`src/rtl/cpu_types_pkg.sv`:
```
// cpu_types_pkg
//   Shared pipeline types for every stage latch in the core.
//   pipe_state_t : per-stage control state driven by the hazard unit.
//   PIPE_NOP     : nop encoding bit; a nop payload is this bit replicated
//                  across the payload width (all zeros).
package cpu_types_pkg;

   typedef enum logic [1:0] {
      PIPE_NORMAL = 2'd0,
      PIPE_STALL  = 2'd1,
      PIPE_FLUSH  = 2'd2,
      PIPE_BUBBLE = 2'd3
   } pipe_state_t;

   localparam logic PIPE_NOP = 1'b0;

endpackage

```
`src/rtl/sat_counter.sv`:
```
// sat_counter
//   Saturating up-counter used for stage performance statistics.
//   Ports:
//     CLK   in  clock, rising edge
//     RST   in  synchronous active-high reset, clears count
//     inc   in  increment request for this cycle
//     count out current value, sticks at all-ones
module sat_counter #(
   parameter int CNT_W = 16
) (
   input  logic             CLK,
   input  logic             RST,
   input  logic             inc,
   output logic [CNT_W-1:0] count
);

   localparam logic [CNT_W-1:0] ONE = 1;

   always_ff @(posedge CLK) begin
      if (RST)
         count <= '0;
      else if (inc && (count != '1))
         count <= count + ONE;
   end

endmodule

```
`src/rtl/pipe_stage_reg.sv`:
```
// pipe_stage_reg
//   Reusable pipeline stage register with hazard-unit control
//   (normal/stall/flush/bubble), a valid/ready handshake toward the next
//   stage and saturating stall/bubble counters.
//   Build option: PIPE_SKID_EN adds a one-entry skid buffer so in_ready
//   depends only on registered state (no combinational path from out_ready).
//   Ports:
//     CLK, RST            clock, synchronous active-high reset
//     state_i             stage control from the hazard unit
//     in_valid/in_ready   upstream handshake, in_data payload
//     out_valid/out_ready downstream handshake, out_data registered payload
//     stall_cnt           cycles spent in PIPE_STALL (saturating)
//     bubble_cnt          nops emitted by PIPE_BUBBLE (saturating)
module pipe_stage_reg
   import cpu_types_pkg::*;
#(
   parameter int DATA_W = 32,
   parameter int CNT_W  = 16
) (
   input  logic              CLK,
   input  logic              RST,
   input  pipe_state_t       state_i,
   input  logic              in_valid,
   output logic              in_ready,
   input  logic [DATA_W-1:0] in_data,
   output logic              out_valid,
   input  logic              out_ready,
   output logic [DATA_W-1:0] out_data,
   output logic [CNT_W-1:0]  stall_cnt,
   output logic [CNT_W-1:0]  bubble_cnt
);

   localparam logic [DATA_W-1:0] NOP_DATA = {DATA_W{PIPE_NOP}};

   logic              load;      // output register may take a new value
   logic              accept;    // upstream transfer this cycle
   logic              advance;   // state that lets the output register load
   logic              skid_valid;
   logic              src_valid;
   logic [DATA_W-1:0] src_data;

   assign load    = out_ready || !out_valid;
   assign advance = (state_i == PIPE_NORMAL) || (state_i == PIPE_BUBBLE);
   assign accept  = in_valid && in_ready;

`ifdef PIPE_SKID_EN
   logic [DATA_W-1:0] skid_data;

   assign in_ready = (state_i == PIPE_NORMAL) && !skid_valid;

   // Skid fills only when a payload is accepted while the output is blocked;
   // it empties on the first cycle the output can take it.
   always_ff @(posedge CLK) begin
      if (RST || (state_i == PIPE_FLUSH)) begin
         skid_valid <= 1'b0;
         skid_data  <= NOP_DATA;
      end else if (advance && load && skid_valid) begin
         skid_valid <= 1'b0;
      end else if (accept && !load) begin
         skid_valid <= 1'b1;
         skid_data  <= in_data;
      end
   end
`else
   assign skid_valid = 1'b0;
   assign in_ready   = (state_i == PIPE_NORMAL) && load;
`endif

   // Next output value: a pending skid entry wins, then an accepted input,
   // otherwise a nop (covers both an idle NORMAL cycle and a BUBBLE).
   always_comb begin
      src_valid = accept;
      src_data  = accept ? in_data : NOP_DATA;
`ifdef PIPE_SKID_EN
      if (skid_valid) begin
         src_valid = 1'b1;
         src_data  = skid_data;
      end
`endif
   end

   always_ff @(posedge CLK) begin
      if (RST || (state_i == PIPE_FLUSH)) begin
         out_valid <= 1'b0;
         out_data  <= NOP_DATA;
      end else if (advance && load) begin
         out_valid <= src_valid;
         out_data  <= src_data;
      end
   end

   // A bubble only counts when the nop actually reaches the output register.
   sat_counter #(.CNT_W(CNT_W)) u_stall_cnt (
      .CLK   (CLK),
      .RST   (RST),
      .inc   (state_i == PIPE_STALL),
      .count (stall_cnt)
   );

   sat_counter #(.CNT_W(CNT_W)) u_bubble_cnt (
      .CLK   (CLK),
      .RST   (RST),
      .inc   ((state_i == PIPE_BUBBLE) && load && !skid_valid),
      .count (bubble_cnt)
   );

endmodule

```
`config.mk`:
```
export PLATFORM = sky130hd
export DESIGN_NAME = pipe_stage_reg
export DESIGN_NICKNAME = d
export VERILOG_FILES = /design/src/rtl/cpu_types_pkg.sv /design/src/rtl/sat_counter.sv /design/src/rtl/pipe_stage_reg.sv
export SDC_FILE = /design/constraint.sdc
export NUM_CORES = 1
export LEC_CHECK = 0
export BUFFER_PORTS_ARGS = -buffer_cell sky130_fd_sc_hd__buf_2
export CAP_MARGIN = 10
export CORE_MARGIN = 10
export CORE_UTILIZATION = 35
export CTS_CLUSTER_SIZE = 14
export DETAILED_ROUTE_END_ITERATION = 8
export GPL_TIMING_DRIVEN = 0
export HOLD_SLACK_MARGIN = 0.1
export PLACE_DENSITY = 0.67
export SYNTH_ARGS = -nofsm -noshare
export SYNTH_HDL_FRONTEND = slang
export SYNTH_SLANG_ARGS = --single-unit
```
`constraint.sdc`:
```
create_clock -name CLK -period 1.95 [get_ports CLK]
set_input_delay 0.2925 -clock CLK [delete_from_list [all_inputs] [get_ports CLK]]
set_output_delay 0.2925 -clock CLK [all_outputs]
set_load 0.02 [all_outputs]
```
==> reports/qor.yml, run 1 <==
status: "completed"
yosys-top-cells-count: "65 x dfxtp_1, 53 x nor2_1, 32 x a22oi_1"
grt_overflow: 0
first_global_vias: 2921
clk_latency_ns: 0.33
synth-seq-area-share_pct: 44.31
cts_max_level: 3
internal-power_mw: 2.040
area_growth_pct: 29.36
maxSlewHeadroom_pct: 61.93
drv_slew: 0
cts.root.buffer_cell: "clkbuf_8"
power_density_mw_per_mm2: 713.2
crit_path_end_kind: "register"
avgRoutedWirePerCell_um: 15.23
dpl_cell_area_mm2: 0.003583
coreArea_mm2: 0.008175
p_sw_mw: 0.6695
synth_enable_flop_cells: 0
crit_required_ns: 2.16
fin_crit_sh_pct: 92.72
maxCapViolations: 0
tightest_slew_ns: 0.5710
design.portCount: 104
pwr-share-clk_pct: 42.9
viasPerCell: 5.292
sw_frac_of_total_pct: 24.71
die-area_mm2: 0.01245
peakVddDrop_uv: 474.7
hold_violations: 0
antenna_found_initial: 1
worstPathMaxFanout: 10
synth_flop_cell: "dfxtp_1"
async_reset_ff_share_pct: 0
setup_slack_ns: 0.1419
core.rowCount: 33
finalNetCount: 478
clkSlewWorstSetupHoldPaths_ns: 0.08
dr.pass1.iters: 4
fin_crit_ns: 1.808
die_w_um: 111.6
rsz0062_at_grt: "no"
power.total_mw: 2.709
grt_use_total_pct: 13.24
drt_iter0_drc: 75
yosysMostFrequentCell: "dfxtp_1"
fin_hold_ws_ns: 0.1957
clk_path_buf_depth: 2
synth_area_leaders: "dfxtp_1 44%, a22oi_1 8.2%, nor2_1 6.8%, a21oi_1 2.6%, ha_1 2.6%"
worstSetupPathType: "reg -> reg"
leakagePower_nw: 1.652
totalWireLength_mm: 8.284
port_buffers: 103
crit_chain: "ha_1 > and2_1 > nor4b_4 > buf_6 > nor4_2 > mux2_4"
finalSetupViolations: 0
crit_path_max_incr_delay_ns: 0.38
pre_cts_ws_ns: -0.09166
place.gp.congestion: 0.8297
yosysWarnings: 0
critical-path-top-delay-family: "simple AND/OR/NAND/NOR gates"
min_path_type: "in -> reg"
cts.sink_count: 65
multiInputGateArea_mm2: 0.001529
cts-buffers-inserted: 9
crit_arrival_ns: 2.02
grt_pass1_wl_mm: 14.19
fill_cells: 837
cts_tree: "yes"
path_buf_inv: 1
p_comb_share_pct: 7.2
syn_area_mm2: 0.002937
skew_ns: 0.01323
die_h_um: 111.6
ant_nets: 0
drive_gt1_share_pct: 31.66
final_cell_area_mm2: 0.003799
hpwl_mm: 6.361
seqCellArea_mm2: 0.001304
yosysTopAreaCellShare_pct: 44.31
syn_avg_cell_area_um2: 9.206
start_util_pct: 35.92
ys_ff_latch: 65
ys_types: 47
synth_cells: 319
seqPwrFrac_pct: 49.9
crit_slowest_cell: "dfxtp_2"
grt_start_max_net_pins: 13
antennaDiodeCount: 0
max_freq_mhz: 553.1
drc: 0
start_kind: "register"
vias: 2879
synth_top_area_cell: "dfxtp_1"
syn-num-nets: 363
==> logic make-up after synthesis <==
logic type | share of synthesized area (%)
and+or+nand+nor | 29.06
AOI/OAI and AO/OA | 16.36
DFF | 44.31
buffers and inverters | 3.622
muxes | 3.494
adders and majority gates | 2.556
xor gates and xnor gates | 0.5966
==> worst register-to-register path, stage by stage (launching register included) <==
cell and delay (ns):
dfxtp_2 0.38, ha_1 0.18, and2_1 0.23, nor4b_4 0.36, buf_6 0.20, nor4_2 0.06
mux2_4 0.29
==> cells in the final DEF (no fill, tap or decap), types with 2 or more instances in the layout <==
cell        instances
a211oi_1            4
a21oi_1            15
a22oi_1            32
a31oi_1             3
and2_1              2
and3_1              5
and4_1              4
buf_1               2
buf_2             104
buf_4               2
clkbuf_1           14
clkbuf_8           10
clkinv_4            2
clkinvlp_4          2
dfxtp_1            63
dfxtp_2             2
ha_1                6
inv_1               6
mux2_1              6
mux2i_1             2
nand2_1             9
nand2b_1            4
nand3_1             9
nand4_1             9
nand4_2             3
nand4_4             2
nor2_1             53
nor2b_1             6
nor3_1              8
nor4_1              5
nor4_2              2
nor4b_1             2
o21ai_0             4
o31ai_1             6
or2_0               2
or3_1               6
or4_1               6
xor2_1              2
==> layer usage <==
layer  wire length [um]  GRT usage [%]  up-vias
met1               3494          15.50     1353
met4                 95          4.713        0
li1                   -              -     1418
met3                903          6.441        9
met5                  0              0        -
met2               3790          20.55       99
==> area by class of cell <==
cell class	instances	area share, %
Multi-Input combinational cell	229	40.25
Timing Repair Buffer	104	13.77
Buffer	19	2.207
Clock buffer	10	3.623
Tap cell	105	3.459
Inverter	6	0.5929
Sequential cell	65	34.32
Clock inverter	6	1.779
==> sequential cells by signal, indices dropped and copies added, names as in the netlist <==
name and cells:
out_data 32, out_valid 1, u_bubble_cnt.count 16, u_stall_cnt.count 16
==> power by group through the flow <==
| stage | Sequential, mW | Clock, mW | Combinational [mW] |
|---|---|---|---|
| 2_1_floorplan | 1.40 | 0 | 0.0916 |
| 3_3_place_gp | 1.38 | 0 | 0.194 |
| 3_5_place_dp | 1.38 | 0 | 0.198 |
| 4_1_cts | 1.35 | 1.20 | 0.199 |
| 5_1_grt | 1.35 | 1.25 | 0.222 |
| 6_report | 1.35 | 1.16 | 0.194 |
==> path summary, 6_finish.rpt <==
kind	to	cells after the start	startpoint	slack, ns
hold reg to reg	out_data[19]	2	out_data[19]	0.51
setup reg to reg	u_bubble_cnt.count[15]	6	u_bubble_cnt.count[0]	0.14
setup / recovery	u_bubble_cnt.count[15]	6	u_bubble_cnt.count[0]	0.14
hold / removal	out_data[25]	3	in_data[25]	0.20
==> through the flow <==
stage / instances / util [%] / TNS (ns)
floorplan: 319 / - / 0
global placement: 527 / 43.83 / -0.06831
detailed placement: 527 / 43.83 / -0.2025
CTS: 543 / 46.34 / 0
global route: 544 / 46.46 / 0
finish: 544 / 46.46 / 0
==> repair_timing <==
action	CTS	global route
buffers inserted	0	1
setup endpoints to repair	0	2
hold buffers	0	0
gates resized for setup	0	2
(Power assumes the default switching activity.)
==> run 2, diff against run 1 <==
- PLACE_DENSITY: 0.67 -> 0.66
- SYNTH_HIERARCHICAL: default -> 1
==> reports/qor.yml, run 2 <==
rr_startpoint: "u_bubble_cnt/count[0]"
finalNetCount: 524  # +9.6%
worstSetupPathType: "reg -> reg"
design.portCount: 104  # unchanged
totalWireLength_mm: 9.503  # +15%
synth_top_area_cell: "dfxtp_1"
syn_avg_cell_area_um2: 8.604  # -6.5%
drive_gt1_share_pct: 31.26  # -0.40 points
synth-seq-area-share_pct: 41.55  # -2.8 points
coreArea_mm2: 0.008721  # +6.7%
crit_required_ns: 2.21  # +0.05 ns
setup_slack_ns: 0.1226  # -0.01927 ns
status: "completed"
drc: 0  # unchanged
yosysTopAreaCellShare_pct: 41.55  # -2.8 points
avgRoutedWirePerCell_um: 16.08  # +5.6%
yosysWarnings: 6  # +6
grt_pass1_wl_mm: 15.31  # +7.9%
fin_crit_sh_pct: 93.71  # +0.99 points
die_h_um: 114.6  # +2.7%
fin_crit_ns: 1.827  # +0.01927 ns
clk_latency_ns: 0.33  # about the same
dr.pass1.iters: 4  # unchanged
maxCapViolations: 0  # unchanged
hold_buffers: 0  # unchanged
cts-buffers-inserted: 9  # unchanged
hold_violations: 0  # unchanged
start_kind: "register"
place.gp.congestion: 0.8800  # +6.1%
port_buffers: 103  # unchanged
crit_chain: "ha_1 > nand3_1 > nor4_4 > buf_4 > buf_4 > or4_1 > a21oi_1"
viasPerCell: 5.540  # +4.7%
crit_path_end_kind: "register"
grt_use_total_pct: 13.79  # +0.55 points
area_growth_pct: 28.09
pre_cts_ws_ns: -0.2713  # -0.1797 ns
ys_ff_latch: 65  # unchanged
min_path_type: "in -> reg"
cp-startpoint: "u_bubble_cnt/count[0]"
cts_max_level: 3  # unchanged
yosys-top-cells-count: "65 x dfxtp_1, 53 x a21oi_1, 38 x nand4_1, 38 x o21ai_0, 14 x or4_1"
leakagePower_nw: 1.624  # -1.7%
peakVddDrop_uv: 357.7  # -25%
clkSlewWorstSetupHoldPaths_ns: 0.07  # about the same
dp.cells: 575  # +9.1%
tightest_slew_ns: 0.7004  # +0.1294 ns
crit_top_cell: "buf_4"
async_reset_ff_share_pct: 0  # unchanged
skew_ns: 0.008967  # -0.004268 ns
core.rowCount: 34  # +3.0%
first_global_vias: 3153  # +7.9%
largest_register_ff_count: 32  # unchanged
drv_slew: 0  # unchanged
rsz0062_at_grt: "no"
top_register: "out_data"
power.total_mw: 2.755  # +1.7%
cts_tree: "yes"
clk_path_buf_depth: 2  # unchanged
drt_iter0_drc: 229  # +210%
crit_path_max_incr_delay_ns: 0.50  # +0.12 ns
ant_nets: 0  # unchanged
die_w_um: 114.6  # +2.7%
power_density_mw_per_mm2: 686.7  # -3.7%
die-area_mm2: 0.01313  # +5.4%
cts.sink_count: 65  # unchanged
hold_start: "in_data[14]"
largestRegisters: "out_data: 32 flops, u_bubble_cnt/count: 16 flops, u_stall_cnt/count: 16 flops"
grt_start_max_net_pins: 18  # +5
synth_area_leaders: "dfxtp_1 42%, a21oi_1 8.5%, nand4_1 7.6%, o21ai_0 6.1%, or4_1 3.4%"
final_cell_mix: "114 x buf_2, 65 x dfxtp_1, 53 x a21oi_1"
cts.root.buffer_cell: "clkbuf_8"
synth_cells: 364  # +14%
finalSetupViolations: 0  # unchanged
ys_types: 39  # -17%
synth_flop_cell: "dfxtp_1"
worstPathMaxFanout: 8  # -2
final_common_cell: "buf_2"
crit_slowest_cell: "or4_1"
crit_arrival_ns: 2.09  # +0.07 ns
start_util_pct: 35.91  # about the same
antennaDiodeCount: 0  # unchanged
hpwl_mm: 7.083  # +11%
grt_overflow: 0  # unchanged
max_freq_mhz: 547.2  # -1.1%
syn-num-nets: 408  # +12%
antenna_found_initial: 0  # -1
maxSlewHeadroom_pct: 52.69  # -9.2 points
vias: 3274  # +14%
synth_enable_flop_cells: 0  # unchanged
syn_area_mm2: 0.003132  # +6.6%
yosysMostFrequentCell: "dfxtp_1"
finalNonFillerCells: 591  # +8.6%
==> run 2: cell types whose count changed in the layout (fill, tap and decap cells not counted), sizes merged, moves of 5 or more <==
cell	before	now
nor2	53	12
a21oi	15	53
o21ai	5	41
a22oi	32	0
nand4	14	40
buf	109	127
or4	6	14
o31ai	6	12
mux2	7	2
nand2	9	14
==> run 2: cell type report <==
type / count / area [um2]
flip-flops and latches: 65 / 1301
plain buffers: 29 / 172.7
repair buffers: 106 / 538.0
fillers: 904 / 4710
well taps: 108 / 135.1
inverters: 8 / 30.03
multi-input cells: 261 / 1632
clock buffers: 12 / 165.2
clock inverters: 2 / 37.54
==> run 2: final timing paths <==
kind                            slack, ns  cells after the start                      to
worst max-delay path                 0.12                      7  u_bubble_cnt/count[15]
worst min-delay path                 0.24                      3            out_data[14]
worst max register to register       0.12                      7  u_bubble_cnt/count[15]
worst min register to register       0.47                      2             out_data[6]
==> run 2: critical path, delay by kind of cell, from the launching register on <==
kind	cells	cell delay (ns)
buffers and inverters	2	0.29
DFF	1	0.35
AOI/OAI and AO/OA	1	0.15
and+or+nand+nor	3	0.70
adders and majority gates	1	0.27
==> run 2: logic make-up (layout without fill, tap and decap cells) <==
group                      count (synthesis)  count (layout)  synth area share (%)
and+or+nand+nor                          135             135                 27.61
AOI/OAI and AO/OA                        112             112                 19.50
DFF                                       65              65                 41.55
buffers and inverters                     38             157                 6.472
adders and majority gates                  6               6                 2.397
xor gates and xnor gates                   4               4                 1.119
muxes                                      4               4                 1.358
==> run 2: metal layers <==
metal,global-route usage [%],vias up,share of wire [%]
li1,-,1613,-
met1,16.74,1565,44
met2,22.65,85,48
met3,4.298,11,7.1
met4,4.261,0,1.2
met5,0,-,0
==> run 2: repair_timing <==
action,in CTS,in global routing
setup endpoints to repair,7,17
gates cloned,0,0
setup buffers,0,3
pin swaps,0,2
endpoints found under the hold margin,0,0
gates resized for setup,1,4
==> run 2: where the power goes <==
group / internal, mW / total [mW] / leakage, nW / switching, mW
Combinational: 0.0831 / 0.223 / 0.999 / 0.140
Clock: 0.682 / 1.18 / 0.101 / 0.499
Sequential: 1.34 / 1.35 / 0.524 / 0.0104
Total: 2.11 / 2.75 / 1.62 / 0.649
==> run 2: metrics by stage <==
step | instance area (um2) | hold slack (ns) | utilization, % | setup TNS (ns)
4_1_cts | 3981 | 0.2191 | 45.65 | 0
5_1_grt | 4011 | 0.2356 | 46.00 | 0
3_5_place_dp | 3782 | 0.4616 | 43.37 | -1.691
2_1_floorplan | 3132 | 0.4591 | - | 0
3_3_place_gp | 3782 | 0.4544 | 43.37 | -1.287
6_report | 4011 | 0.2364 | 46.00 | 0
==> run 3, diff against run 2 <==
- ABC_AREA: default -> 0
- GPL_TIMING_DRIVEN: 0 -> default
==> reports/qor.yml, run 3 (synthesis gave the netlist of run 2 again) <==
r2r_end: "u_stall_cnt/count[15]"
ant_nets: 0  # unchanged
tightest_slew_ns: 0.9637  # +0.2632 ns
grt_use_total_pct: 13.47  # -0.32 points
drive_gt1_share_pct: 31.14  # -0.12 points
clk_latency_ns: 0.34  # about the same
die_w_um: 114.6  # unchanged
rr_worst_depth: 4  # -3
maxSlewHeadroom_pct: 35.76  # -17 points
skew_ns: 0.008929  # -0.00003794 ns
largest_register_ff_count: 32  # unchanged
cts.root.buffer_cell: "clkbuf_8"
hpwl_mm: 6.682  # -5.7%
clkSlewWorstSetupHoldPaths_ns: 0.08  # about the same
hold_buffers: 0  # unchanged
port_buffers: 103  # unchanged
min_path_cells: 3  # unchanged
fill_cells: 854  # -5.5%
rrSetupSlack_ns: 0.20  # +0.08 ns
coreArea_mm2: 0.008721  # unchanged
first_global_vias: 3026  # -4.0%
grt_overflow: 0  # unchanged
power_density_mw_per_mm2: 692.9  # +0.90%
drc: 0  # unchanged
seqCellArea_mm2: 0.001301  # unchanged
viasPerCell: 5.474  # -1.2%
hold_start: "in_data[23]"
final_cell_mix: "103 x buf_2, 65 x dfxtp_1, 53 x a21oi_1"
min_path_type: "in -> reg"
die_h_um: 114.6  # unchanged
rsz0062_at_grt: "no"
crit_chain: "nand2b_1 > buf_4 > and2_1 > buf_2"
hold_violations: 0  # unchanged
grt_start_max_net_pins: 35  # +17
worstPathMaxFanout: 34  # +26
drv_slew: 0  # unchanged
max_freq_mhz: 558.8  # +2.1%
cp-startpoint: "out_valid"
crit_path_max_incr_delay_ns: 0.34  # -0.16 ns
postCtsSetupBuffers: 0  # unchanged
worstSetupPathType: "reg -> out"
setup_tns_ns: 0  # unchanged
maxCapViolations: 0  # unchanged
antennaDiodeCount: 0  # unchanged
antenna_found_initial: 0  # unchanged
area_growth_pct: 26.29
start_util_pct: 35.91  # unchanged
top_register: "out_data"
finalSetupViolations: 0  # unchanged
avgRoutedWirePerCell_um: 15.95  # -0.81%
min_to: "out_data[23]"
power.total_mw: 2.740  # -0.52%
place.gp.congestion: 0.8199  # -6.8%
rr_startpoint: "u_stall_cnt/count[5]"
core.rowCount: 34  # unchanged
finalNetCount: 511  # -2.5%
fin_crit_sh_pct: 91.76  # -1.9 points
cts-buffers-inserted: 9  # unchanged
largestRegisters: "out_data: 32 flops, u_bubble_cnt/count: 16 flops, u_stall_cnt/count: 16 flops"
crit_required_ns: 1.66  # -0.55 ns
multiInputGateArea_mm2: 0.001628  # -0.23%
drt_iter0_drc: 286  # +25%
final_common_cell: "buf_2"
crit_arrival_ns: 1.50  # -0.59 ns
start_kind: "register"
die-area_mm2: 0.01313  # unchanged
fin_crit_ns: 1.789  # -0.03795 ns
peakVddDrop_uv: 296.0  # -17%
grt_pass1_wl_mm: 14.84  # -3.1%
post_cts_resized: 0  # -1
dr.pass1.iters: 5  # +1
cts.sink_count: 65  # unchanged
vias: 3175  # -3.0%
totalWireLength_mm: 9.251  # -2.7%
status: "completed"
critical-path-top-delay-family: "buffers and inverters"
crit_slowest_cell: "dfxtp_1"
path_buf_inv: 2  # unchanged
cts_max_level: 3  # unchanged
clk_path_buf_depth: 2  # unchanged
cts_tree: "yes"
leakagePower_nw: 1.600  # -1.5%
crit_path_end_kind: "primary output"
design.portCount: 104  # unchanged
==> run 3: cell count changes in the layout (fill, tap and decap cells not counted), sizes merged <==
cell	previous run	this run
clkinv	0	2
buf	127	122
clkbuf	20	10
inv	8	10
==> run 3: area by class of cell <==
type,instances,share of cell area (%)
tap,108,3.417
multi-input combinational,261,41.16
clock inverter,6,1.645
inverter,8,0.7593
sequential,65,32.90
clock buffer,10,3.480
timing repair buffer,122,16.64
==> run 3: metal layers <==
metal  share of wire (%)  global-route usage, %  vias up
met4                 1.2                  5.263        0
met3                 8.8                  4.612       12
li1                    -                      -     1585
met2                  46                  20.61      102
met5                   0                      0        -
met1                  44                  16.93     1476
==> run 3: stage by stage <==
| step | hold WS (ns) | cell area [um2] | std cells | util (%) | worst slack [ns] |
|---|---|---|---|---|---|
| after detailed placement | 0.4655 | 3752 | 564 | 43.03 | 0.2049 |
| after global routing | 0.2034 | 3955 | 580 | 45.35 | 0.04855 |
| after CTS | 0.1977 | 3955 | 580 | 45.35 | 0.1368 |
| final | 0.2122 | 3955 | 580 | 45.35 | 0.1606 |
| after floorplan | 0.4591 | 3132 | 364 | - | 0.05212 |
| after global placement | 0.4549 | 3752 | 564 | 43.03 | 0.2499 |
==> run 3: worst max-delay path by stage <==
stage                             to  depth (start not counted)
2_1_floorplan  u_bubble_cnt/count[9]                          8
3_3_place_gp   u_bubble_cnt/count[6]                          7
3_5_place_dp    u_stall_cnt/count[7]                          7
4_1_cts                     in_ready                          4
5_1_grt                     in_ready                          4
6_report                    in_ready                          4
==> run 3: worst min-delay path, delay by kind of cell <==
family,cells,cell delay (ns)
AO/OA/AOI/OAI,1,0.06
buffers and inverters,1,0.10
AND/OR/NAND/NOR,1,0.07
==> run 3: where the power goes <==
part	total [mW]	internal, mW	leakage [nW]	switching, mW
Clock	1.18	0.630	0.103	0.554
Sequential	1.35	1.34	0.524	0.00981
Combinational	0.207	0.0726	0.972	0.134
